$ cat src/rtl/sub4bit_serial.sv
// sub4bit_serial: bit-serial subtractor computing D = A - B - Bin, LSB first,
// one bit per clock. IDLE accepts a request, RUN takes WIDTH cycles, and DONE
// marks the result with a one-cycle done pulse.
module sub4bit_serial #(
  parameter int unsigned WIDTH = 4
) (
  input  logic             clk,
  input  logic             rst,
  input  logic             start,
  input  logic [WIDTH-1:0] A,
  input  logic [WIDTH-1:0] B,
  input  logic             Bin,
  output logic             busy,
  output logic             done,
  output logic [WIDTH-1:0] D,
  output logic             Bo
);

  localparam int unsigned CW = (WIDTH > 1) ? $clog2(WIDTH) : 1;

  typedef enum logic [1:0] {
    IDLE = 2'd0,
    RUN  = 2'd1,
    DONE = 2'd2
  } state_t;

  state_t           state;
  state_t           state_nxt;
  logic             load;
  logic             step;
  logic             last;
  logic [WIDTH-1:0] a_sr;
  logic [WIDTH-1:0] b_sr;
  logic [WIDTH-1:0] r_sr;
  logic [WIDTH-1:0] r_nxt;
  logic             br;
  logic             br_nxt;
  logic             dbit;
  logic [CW-1:0]    cnt;

  // Next-state decode and datapath control strobes
  always_comb begin
    state_nxt = state;
    load      = 1'b0;
    step      = 1'b0;
    last      = 1'b0;
    case (state)
      IDLE: begin
        if (start) begin
          load      = 1'b1;
          state_nxt = RUN;
        end
      end
      RUN: begin
        step = 1'b1;
        if (cnt == CW'(WIDTH - 1)) begin
          last      = 1'b1;
          state_nxt = DONE;
        end
      end
      DONE:    state_nxt = IDLE;
      default: state_nxt = IDLE;
    endcase
  end

  // One full-subtractor bit slice on the current LSBs
  always_comb begin
    dbit   = a_sr[0] ^ b_sr[0] ^ br;
    br_nxt = (~a_sr[0] & b_sr[0]) | (~(a_sr[0] ^ b_sr[0]) & br);
    r_nxt  = (r_sr >> 1) | (WIDTH'(dbit) << (WIDTH - 1));
  end

  // State register; busy/done registered from the next state
  always_ff @(posedge clk) begin
    if (rst) begin
      state <= IDLE;
      busy  <= 1'b0;
      done  <= 1'b0;
    end else begin
      state <= state_nxt;
      busy  <= (state_nxt != IDLE);
      done  <= (state_nxt == DONE);
    end
  end

  // Operand/result shift registers, borrow flop, bit counter, result outputs
  always_ff @(posedge clk) begin
    if (rst) begin
      a_sr <= '0;
      b_sr <= '0;
      r_sr <= '0;
      br   <= 1'b0;
      cnt  <= '0;
      D    <= '0;
      Bo   <= 1'b0;
    end else if (load) begin
      a_sr <= A;
      b_sr <= B;
      br   <= Bin;
      cnt  <= '0;
    end else if (step) begin
      a_sr <= a_sr >> 1;
      b_sr <= b_sr >> 1;
      r_sr <= r_nxt;
      br   <= br_nxt;
      cnt  <= cnt + CW'(1);
      if (last) begin
        D  <= r_nxt;
        Bo <= br_nxt;
      end
    end
  end

endmodule

$ cat config.mk
export PLATFORM = sky130hd
export DESIGN_NAME = sub4bit_serial
export DESIGN_NICKNAME = d
export VERILOG_FILES = /design/src/rtl/sub4bit_serial.sv
export SDC_FILE = /design/constraint.sdc
export NUM_CORES = 1
export LEC_CHECK = 0
export CELL_PAD_IN_SITES_DETAIL_PLACEMENT = 1
export CELL_PAD_IN_SITES_GLOBAL_PLACEMENT = 2
export CORE_MARGIN = 2
export CORE_UTILIZATION = 25
export CTS_CLUSTER_DIAMETER = 40
export DETAILED_ROUTE_END_ITERATION = 16
export HOLD_SLACK_MARGIN = 0.06
export PLACE_DENSITY_LB_ADDON = 0.15
export SKIP_CTS_REPAIR_TIMING = 1
export SLEW_MARGIN = 10
export SYNTH_ARGS = -nofsm -noshare
export SYNTH_HDL_FRONTEND = slang
export SYNTH_SLANG_ARGS = --single-unit
export TNS_END_PERCENT = 50
$ cat constraint.sdc
create_clock -name clk -period 1.2 [get_ports clk]
set_clock_uncertainty 0.05 [all_clocks]
set_input_delay 0.36 -clock clk [delete_from_list [all_inputs] [get_ports clk]]
set_output_delay 0.36 -clock clk [all_outputs]
set_load 0.005 [all_outputs]
==> qor.yml, run 1 <==
status: "finished with violations"
violations: "negative setup slack"
drc: 0
avgSynthCellArea_um2: 8.81
wl_per_cell_um: 12.5
die-height_um: 63.4
finalSetupViolCount: 4
die-area_um2: 4010
min_period_ns: 1.26
cp.arrival_ns: 1.47
layout-drive-gt1-share: 0.361
final_cell_mix: "nor2_1 (23), buf_4 (13), dfxtp_2 (12), dfxtp_1 (11)"
cts_sinks: 23
cp-startpoint: "b_sr[0]"
synth_nets: 114
ys_ff_latch: 23
r2r_start: "b_sr[0]"
clock_latency_ns: 0.31
wirelength_mm: 2.24
clk_pin_slew_ns: 0.13
grt_start_max_net_pins: 20
cts_buffers: 3
dp_slack_ns: -0.576
grt_antenna_before_repair: 0
yosysWarningCount: 0
cts_tree: "yes"
power.leakage_nw: 0.528
critPathKind: "reg2reg"
max_freq_ghz: 0.791
cp-start-kind: "register"
grt_overflow: 0
placed_cell_area_um2: 1240
grt_pass1_vias: 811
finalHoldViolations: 0
initial_core_util: 0.262
endpoint_kind: "register"
rr_worst_depth: 4
gpl.final_weighted_congestion: 0.669
syn_area_um2: 881
endpoint: "br"
grt_pass1_wl_mm: 3.73
setup_ws_ns: -0.0649
fp.dieW_um: 63.4
peakVddDrop_mv: 0.464
post-dp-hpwl_mm: 1.56
worst_slew_pin_slew_ns: 0.243
first_pass_iters: 4
synth_cells: 100
cts_max_path_buffers: 2
cts_root_buf: "clkbuf_4"
fin_crit_sh: 1.05
nNetsFinal: 148
vias: 804
required_ns: 1.41
finish.utilization: 0.388
timing.slew.headroom: 0.838
stdcell_area_um2: 1310
hold_path.class: "reg2reg"
area_growth_syn_to_layout_pct: 48.2
grt.total_usage: 0.119
synth_seq_area_share: 0.523
rsz0062_at_grt: "true"
cp_max_fo: 2
postRouteAntennaNets: 0
synth_cell_types: 25
r2r_slack_ns: -0.06
holdWs_ns: 0.410
core_um2: 3360
final_common_cell: "nor2_1"
rows: 21
portBuffers: 18
reg2reg_to: "br"
drv_slew: 0
power_density_nw_per_um2: 1110
max_cap_viol_count: 0
via_per_inst: 4.49
io_pins: 19
diodes: 0
drt_iter0_drc: 19
h-tree-depth: 1
setup_tns_ns: -0.104
-- cells in the mapped netlist, drive strengths merged --
cell / count / area share
nor4: 5 / 0.036
and2b: 1 / 0.0085
a211oi: 2 / 0.017
dfxtp: 23 / 0.52
nand3b: 1 / 0.0085
nor2: 24 / 0.10
buf: 2 / 0.014
a2111oi: 1 / 0.017
or3b: 1 / 0.0099
nand2b: 1 / 0.0071
o21bai: 1 / 0.0085
o21ba: 1 / 0.011
fa: 1 / 0.023
nor3b: 1 / 0.0085
ha: 1 / 0.014
o221a: 1 / 0.013
inv: 2 / 0.0085
a311oi: 1 / 0.0099
nand2: 10 / 0.043
clkbuf: 4 / 0.018
a21oi: 9 / 0.051
nand3: 4 / 0.023
a22oi: 3 / 0.026
-- stage by stage --
step,power (mW),std cells
detailed placement,1.08,173
CTS,1.45,177
finish,1.45,179
floorplan,0.956,100
global route,1.56,179
global placement,1.08,173
-- how the worst min path moves through the flow --
stage	from	endpoint	slack (ns)	depth (start not counted)
3_5_place_dp	D[1]	D[1]	0.40	2
3_3_place_gp	D[1]	D[1]	0.39	2
4_1_cts	D[1]	D[1]	0.42	2
5_1_grt	D[1]	D[1]	0.44	2
6_report	D[1]	D[1]	0.41	2
2_1_floorplan	rst	b_sr[0]	0.38	1
-- state kept, by name, summed over array words and instances (netlist names) --
name	count
state	2
cnt	2
b_sr	4
a_sr	4
br	1
done	1
Bo	1
busy	1
r_sr	3
D	4
-- power by group --
part	leakage, nW	internal, mW	total [mW]	switching (mW)
Sequential	0.193	0.806	0.832	0.0259
Combinational	0.317	0.142	0.255	0.113
Clock	0.0177	0.124	0.363	0.238
-- logic make-up after synthesis --
group,share of synthesized area
AND/OR/NAND/NOR,0.246
flip-flops,0.523
AO/OA/AOI/OAI,0.153
buffers and inverters,0.0412
adder cells (fa/ha/maj),0.0369
-- metal layers --
layer,track usage,part of all wire,vias to the layer above
li1,-,-,411
met3,0.0196,0.036,2
met4,0.0489,0.0067,0
met2,0.195,0.46,10
met1,0.155,0.50,381
met5,0,0,-
-- worst max-delay path, cell delays in order, from the launching register on --
cell and delay (ns):
dfxtp_2 0.35, inv_2 0.04, fa_1 0.43, a21oi_1 0.16, o221a_1 0.18
-- area by class of cell --
| class | count | area (µm²) |
|---|---|---|
| clock buffer | 3 | 22.5 |
| clock inverter | 1 | 5.00 |
| fill | 419 | 2060 |
| inverter | 2 | 7.51 |
| multi-input combinational | 69 | 420 |
| sequential | 23 | 475 |
| tap | 46 | 57.6 |
| timing repair buffer | 35 | 317 |
Note: power is estimated with default switching activity, not from simulation.
==> run 2, diff against run 1 <==
MAX_ROUTING_LAYER = met4   (was unset)
==> run 2 against run 1 <==
  * The flow still finishes with violations (negative setup slack)
  * Utilization unchanged
  * Setup slack improved by 0.0020 ns
  * Critical path depth is the same
  * Fmax grew 0.16%
  * Sequential power about the same
  * Largest power group unchanged
  * Total power hardly changed
  * Critical path type unchanged
  * Sequential cell count did not move
  * Cell count did not move
  * Non-clock buffer count unchanged
  * Clock power about the same
==> qor.yml, run 2 (synthesized netlist as in run 1, its figures left out) <==
cp.depth: 4  # unchanged
diodes: 0  # unchanged
clock_latency_ns: 0.31  # about the same
critPathKind: "reg2reg"  # unchanged
vias: 806  # was 804
placed_cell_area_um2: 1240  # unchanged
io_pins: 19  # unchanged
finalHoldViolations: 0  # unchanged
h-tree-depth: 1  # unchanged
cts_max_path_buffers: 2  # unchanged
use_met1: 0.155  # unchanged
power_density_nw_per_um2: 1110  # about the same
initial_core_util: 0.262  # unchanged
cts_root_buf: "clkbuf_4"  # unchanged
rsz0062_at_grt: "true"  # unchanged
grt_pass1_vias: 813  # was 811
worst_slew_pin_slew_ns: 0.243  # about the same
clk_pin_slew_ns: 0.13  # about the same
grt_start_max_net_pins: 20  # unchanged
area_growth_syn_to_layout_pct: 48.2  # unchanged
nFillCells: 419  # unchanged
fin_crit_sh: 1.05  # about the same
required_ns: 1.41  # about the same
max_freq_ghz: 0.792  # was 0.791 GHz
post-dp-hpwl_mm: 1.56  # unchanged
core_um2: 3360  # unchanged
cpMaxStageDelayCell: "fa_1"  # unchanged
via_per_inst: 4.50  # was 4.49
first_pass_iters: 4  # unchanged
cts_buffers: 3  # unchanged
finish.utilization: 0.388  # unchanged
grt_overflow: 0  # unchanged
worst-path-buf-inv: 1  # unchanged
drc: 0  # unchanged
wirelength_mm: 2.24  # about the same
crit_chain: "inv_2 -> fa_1 -> a21oi_1 -> o221a_1"  # unchanged
die-area_um2: 4010  # unchanged
status: "finished with violations"  # unchanged
drv_slew: 0  # unchanged
die-height_um: 63.4  # unchanged
cts_sinks: 23  # unchanged
grt_antenna_before_repair: 0  # unchanged
timing.slew.headroom: 0.838  # about the same
postRouteAntennaNets: 0  # unchanged
fp.dieW_um: 63.4  # unchanged
grt.total_usage: 0.122  # was 0.119
reg2reg_to: "br"  # unchanged
layout-drive-gt1-share: 0.361  # unchanged
violations: "negative setup slack"  # unchanged
rr_worst_depth: 4  # unchanged
rows: 21  # unchanged
reg.largest.list: "D: 4 flops, a_sr: 4 flops, b_sr: 4 flops"  # unchanged
cp_max_fo: 2  # unchanged
finalSetupViolCount: 4  # unchanged
gpl.final_weighted_congestion: 0.676  # was 0.669
r2r_start: "b_sr[0]"  # unchanged
min_period_ns: 1.26  # about the same
power.leakage_nw: 0.528  # unchanged
nNetsFinal: 148  # unchanged
slowest_delay_ns: 0.43  # about the same
final_common_cell: "nor2_1"  # unchanged
r2r_slack_ns: -0.06  # about the same
wl_per_cell_um: 12.5  # about the same
drt_iter0_drc: 17  # was 19
cp.arrival_ns: 1.47  # about the same
cp-startpoint: "b_sr[0]"  # unchanged
power_mw: 1.45  # about the same
setup_ws_ns: -0.0628  # was -0.0649 ns
grtUsageMet3: 0.0196  # unchanged
grt_pass1_wl_mm: 3.73  # unchanged
cts_tree: "yes"  # unchanged
cp-start-kind: "register"  # unchanged
endpoint_kind: "register"  # unchanged
endpoint: "br"  # unchanged
stdcell_area_um2: 1310  # unchanged
peakVddDrop_mv: 0.464  # about the same
met2_usage: 0.195  # unchanged
cpLargestDelayFamily: "adder cells"  # unchanged
max_cap_viol_count: 0  # unchanged
busiest_layer: "met2"  # unchanged
final_cell_mix: "nor2_1 (23), buf_4 (13), dfxtp_2 (12), dfxtp_1 (11)"  # unchanged
portBuffers: 18  # unchanged
hold_path.class: "reg2reg"  # unchanged
-- run 2: routing by layer --
layer / part of all wire / wire (µm)
met1: 0.50 / 1110
met3: 0.036 / 80
met4: 0.0067 / 15
met2: 0.46 / 1030
met5: 0 / 0
-- run 2: through the flow --
stage	setup TNS (ns)	hold slack, ns	std cells	setup slack, ns
6_report	-0.107	0.410	179	-0.0628
3_3_place_gp	-6.45	0.388	173	-0.557
4_1_cts	-3.96	0.422	177	-0.396
5_1_grt	-0.738	0.440	179	-0.114
2_1_floorplan	-0.0220	0.379	100	-0.0220
3_5_place_dp	-6.78	0.403	173	-0.576
-- run 2: how the worst min path moves through the flow --
stage                     from  endpoint  slack (ns)  cells after the start
after floorplan            rst   b_sr[0]        0.38                      1
final                     D[1]      D[1]        0.41                      2
after CTS                 D[1]      D[1]        0.42                      2
after global routing      D[1]      D[1]        0.44                      2
after detailed placement  D[1]      D[1]        0.40                      2
after global placement    D[1]      D[1]        0.39                      2
-- run 2: worst reg2reg max path: cells and delay by family, from the launching register on --
| family | cells | cell delay (ns) |
|---|---|---|
| compound gates | 2 | 0.34 |
| fa+ha+maj | 1 | 0.43 |
| buf+inv | 1 | 0.04 |
| flops | 1 | 0.35 |
-- run 2: final cells by class --
| cell class | instances | area [µm²] | area share |
|---|---|---|---|
| Multi-Input combinational cell | 69 | 420 | 0.322 |
| Clock buffer | 3 | 22.5 | 0.0173 |
| Clock inverter | 1 | 5.00 | 0.00384 |
| Inverter | 2 | 7.51 | 0.00575 |
| Timing Repair Buffer | 35 | 317 | 0.243 |
| Tap cell | 46 | 57.6 | 0.0441 |
| Sequential cell | 23 | 475 | 0.364 |
-- run 2: power breakdown --
group | leakage, nW | internal [mW] | switching [mW] | total (mW)
combinational | 0.317 | 0.142 | 0.112 | 0.254
sequential | 0.193 | 0.806 | 0.0261 | 0.832
clock | 0.0177 | 0.124 | 0.239 | 0.363
total | 0.528 | 1.07 | 0.378 | 1.45
==> run 3, diff against run 2 <==
CORE_MARGIN = 8   (was 2)
==> run 3 against run 2 <==
  * The run still ends with negative setup slack left
  * Die area rose by 41%
  * First-iteration DRC count rose by 41%
  * Combinational power rose by 3%
  * Setup slack improved by 0.017 ns
  * Clock-buffer cell count did not move
  * Worst hold slack improved by 0.0036 ns
  * Design area rose by 3.5%
  * Non-clock buffer count rose by 1
  * Utilization rose by 1.4 points
  * Total power rose by 1.9%
  * Largest cell class unchanged
==> qor.yml, run 3 (synthesized netlist as in run 1, its figures left out) <==
max_cap_viol_count: 0  # unchanged
required_ns: 1.42  # was 1.41 ns
gpl.final_weighted_congestion: 0.733  # was 0.676
cts_max_path_buffers: 2  # unchanged
reg.largest.list: "D: 4 flops, a_sr: 4 flops, b_sr: 4 flops"  # unchanged
cts_tree: "yes"  # unchanged
drc: 0  # unchanged
cts_sinks: 23  # unchanged
finalHoldViolations: 0  # unchanged
grt_overflow: 0  # unchanged
grt_pass1_wl_mm: 3.97  # was 3.73 mm
dp_cells: 175  # was 173
cp.arrival_ns: 1.46  # was 1.47 ns
h-tree-depth: 1  # unchanged
endpoint_kind: "register"  # unchanged
nFillCells: 422  # was 419
max_freq_ghz: 0.803  # was 0.792 GHz
setup_ws_ns: -0.0456  # was -0.0628 ns
post-dp-hpwl_mm: 1.72  # was 1.56 mm
initial_core_util: 0.262  # unchanged
wl_per_cell_um: 13.5  # was 12.5 µm
finalSetupViolCount: 3  # was 4
via_per_inst: 4.48  # was 4.50
min_from: "D[0]"  # was D[1]
final_cells: 180  # was 179
placed_cell_area_um2: 1260  # was 1240 µm²
first_pass_iters: 3  # was 4
final_cell_mix: "nor2_1 (22), buf_4 (14), dfxtp_1 (13)"  # was nor2_1 (23), buf_4 (13), dfxtp_2 (12), dfxtp_1 (11)
portBuffers: 18  # unchanged
min_period_ns: 1.25  # was 1.26 ns
postRouteAntennaNets: 0  # unchanged
die-area_um2: 5680  # was 4010 µm²
cp-startpoint: "br"  # was b_sr[0]
drt_iter0_drc: 24  # was 17
clk_pin_slew_ns: 0.14  # was 0.13 ns
timing.slew.headroom: 0.802  # was 0.838
violations: "negative setup slack"  # unchanged
final_common_cell: "nor2_1"  # unchanged
worst_slew_pin_slew_ns: 0.297  # was 0.243 ns
die-height_um: 75.4  # was 63.4 µm
finish.utilization: 0.402  # was 0.388
critPathKind: "reg2reg"  # unchanged
cp-start-kind: "register"  # unchanged
rsz0062_at_grt: "true"  # unchanged
area_growth_syn_to_layout_pct: 53.4  # was 48.2%
grt.total_usage: 0.0961  # was 0.122
core_um2: 3360  # unchanged
holdWs_ns: 0.413  # was 0.410 ns
grt_antenna_before_repair: 0  # unchanged
grt_start_max_net_pins: 20  # unchanged
io_pins: 19  # unchanged
power_mw: 1.48  # was 1.45 mW
r2r_start: "br"  # was b_sr[0]
power_density_nw_per_um2: 1090  # was 1110 nW/µm²
multi_input_area_um2: 443  # was 420 µm²
fin_crit_sh: 1.04  # was 1.05
cts_buffers: 3  # unchanged
power.leakage_nw: 0.538  # was 0.528 nW
diodes: 0  # unchanged
fp.dieW_um: 75.4  # was 63.4 µm
drv_slew: 0  # unchanged
nNetsFinal: 149  # was 148
rows: 21  # unchanged
stdcell_area_um2: 1350  # was 1310 µm²
clock_latency_ns: 0.32  # was 0.31 ns
hold_path.class: "reg2reg"  # unchanged
cts_root_buf: "clkbuf_4"  # unchanged
wirelength_mm: 2.43  # was 2.24 mm
status: "finished with violations"  # unchanged
vias: 806  # unchanged
cp_max_fo: 2  # unchanged
grt_pass1_vias: 853  # was 813
dp_slack_ns: -0.562  # was -0.576 ns
layout-drive-gt1-share: 0.366  # was 0.361
peakVddDrop_mv: 0.378  # was 0.464 mV
setup_tns_ns: -0.102  # was -0.107 ns
seqCellArea_um2: 473  # was 475 µm²
-- run 3: power breakdown --
part           total, mW  leakage (nW)  internal, mW  switching, mW
sequential         0.833         0.193         0.805         0.0275
combinational      0.262         0.327         0.145          0.117
clock              0.384        0.0177         0.125          0.258
-- run 3: worst paths after layout --
path | endpoint | slack, ns | cells after the start
hold reg to reg | D[0] | 0.41 | 2
setup / recovery | D[3] | -0.05 | 4
hold / removal | D[0] | 0.41 | 2
setup reg to reg | D[3] | -0.05 | 4
-- run 3: layout make-up --
class | instances | area share
flip-flops and latches | 23 | 0.350
multi-input cells | 69 | 0.328
repair buffers | 36 | 0.254
well taps | 46 | 0.0426
clock buffers | 3 | 0.0167
inverters | 2 | 0.00556
clock inverters | 1 | 0.00370
-- run 3: worst max-delay path, stage by stage (launching register included) --
cell	delay, ns
dfxtp_2	0.36
inv_1	0.05
fa_2	0.55
nand3_1	0.07
a21oi_1	0.11
-- run 3: metal layers --
layer,global-route usage,up-vias,wire (µm)
li1,-,409,-
met1,0.120,380,1200
met2,0.140,13,1120
met3,0.0263,4,89
met4,0.0448,0,23
met5,-,-,0
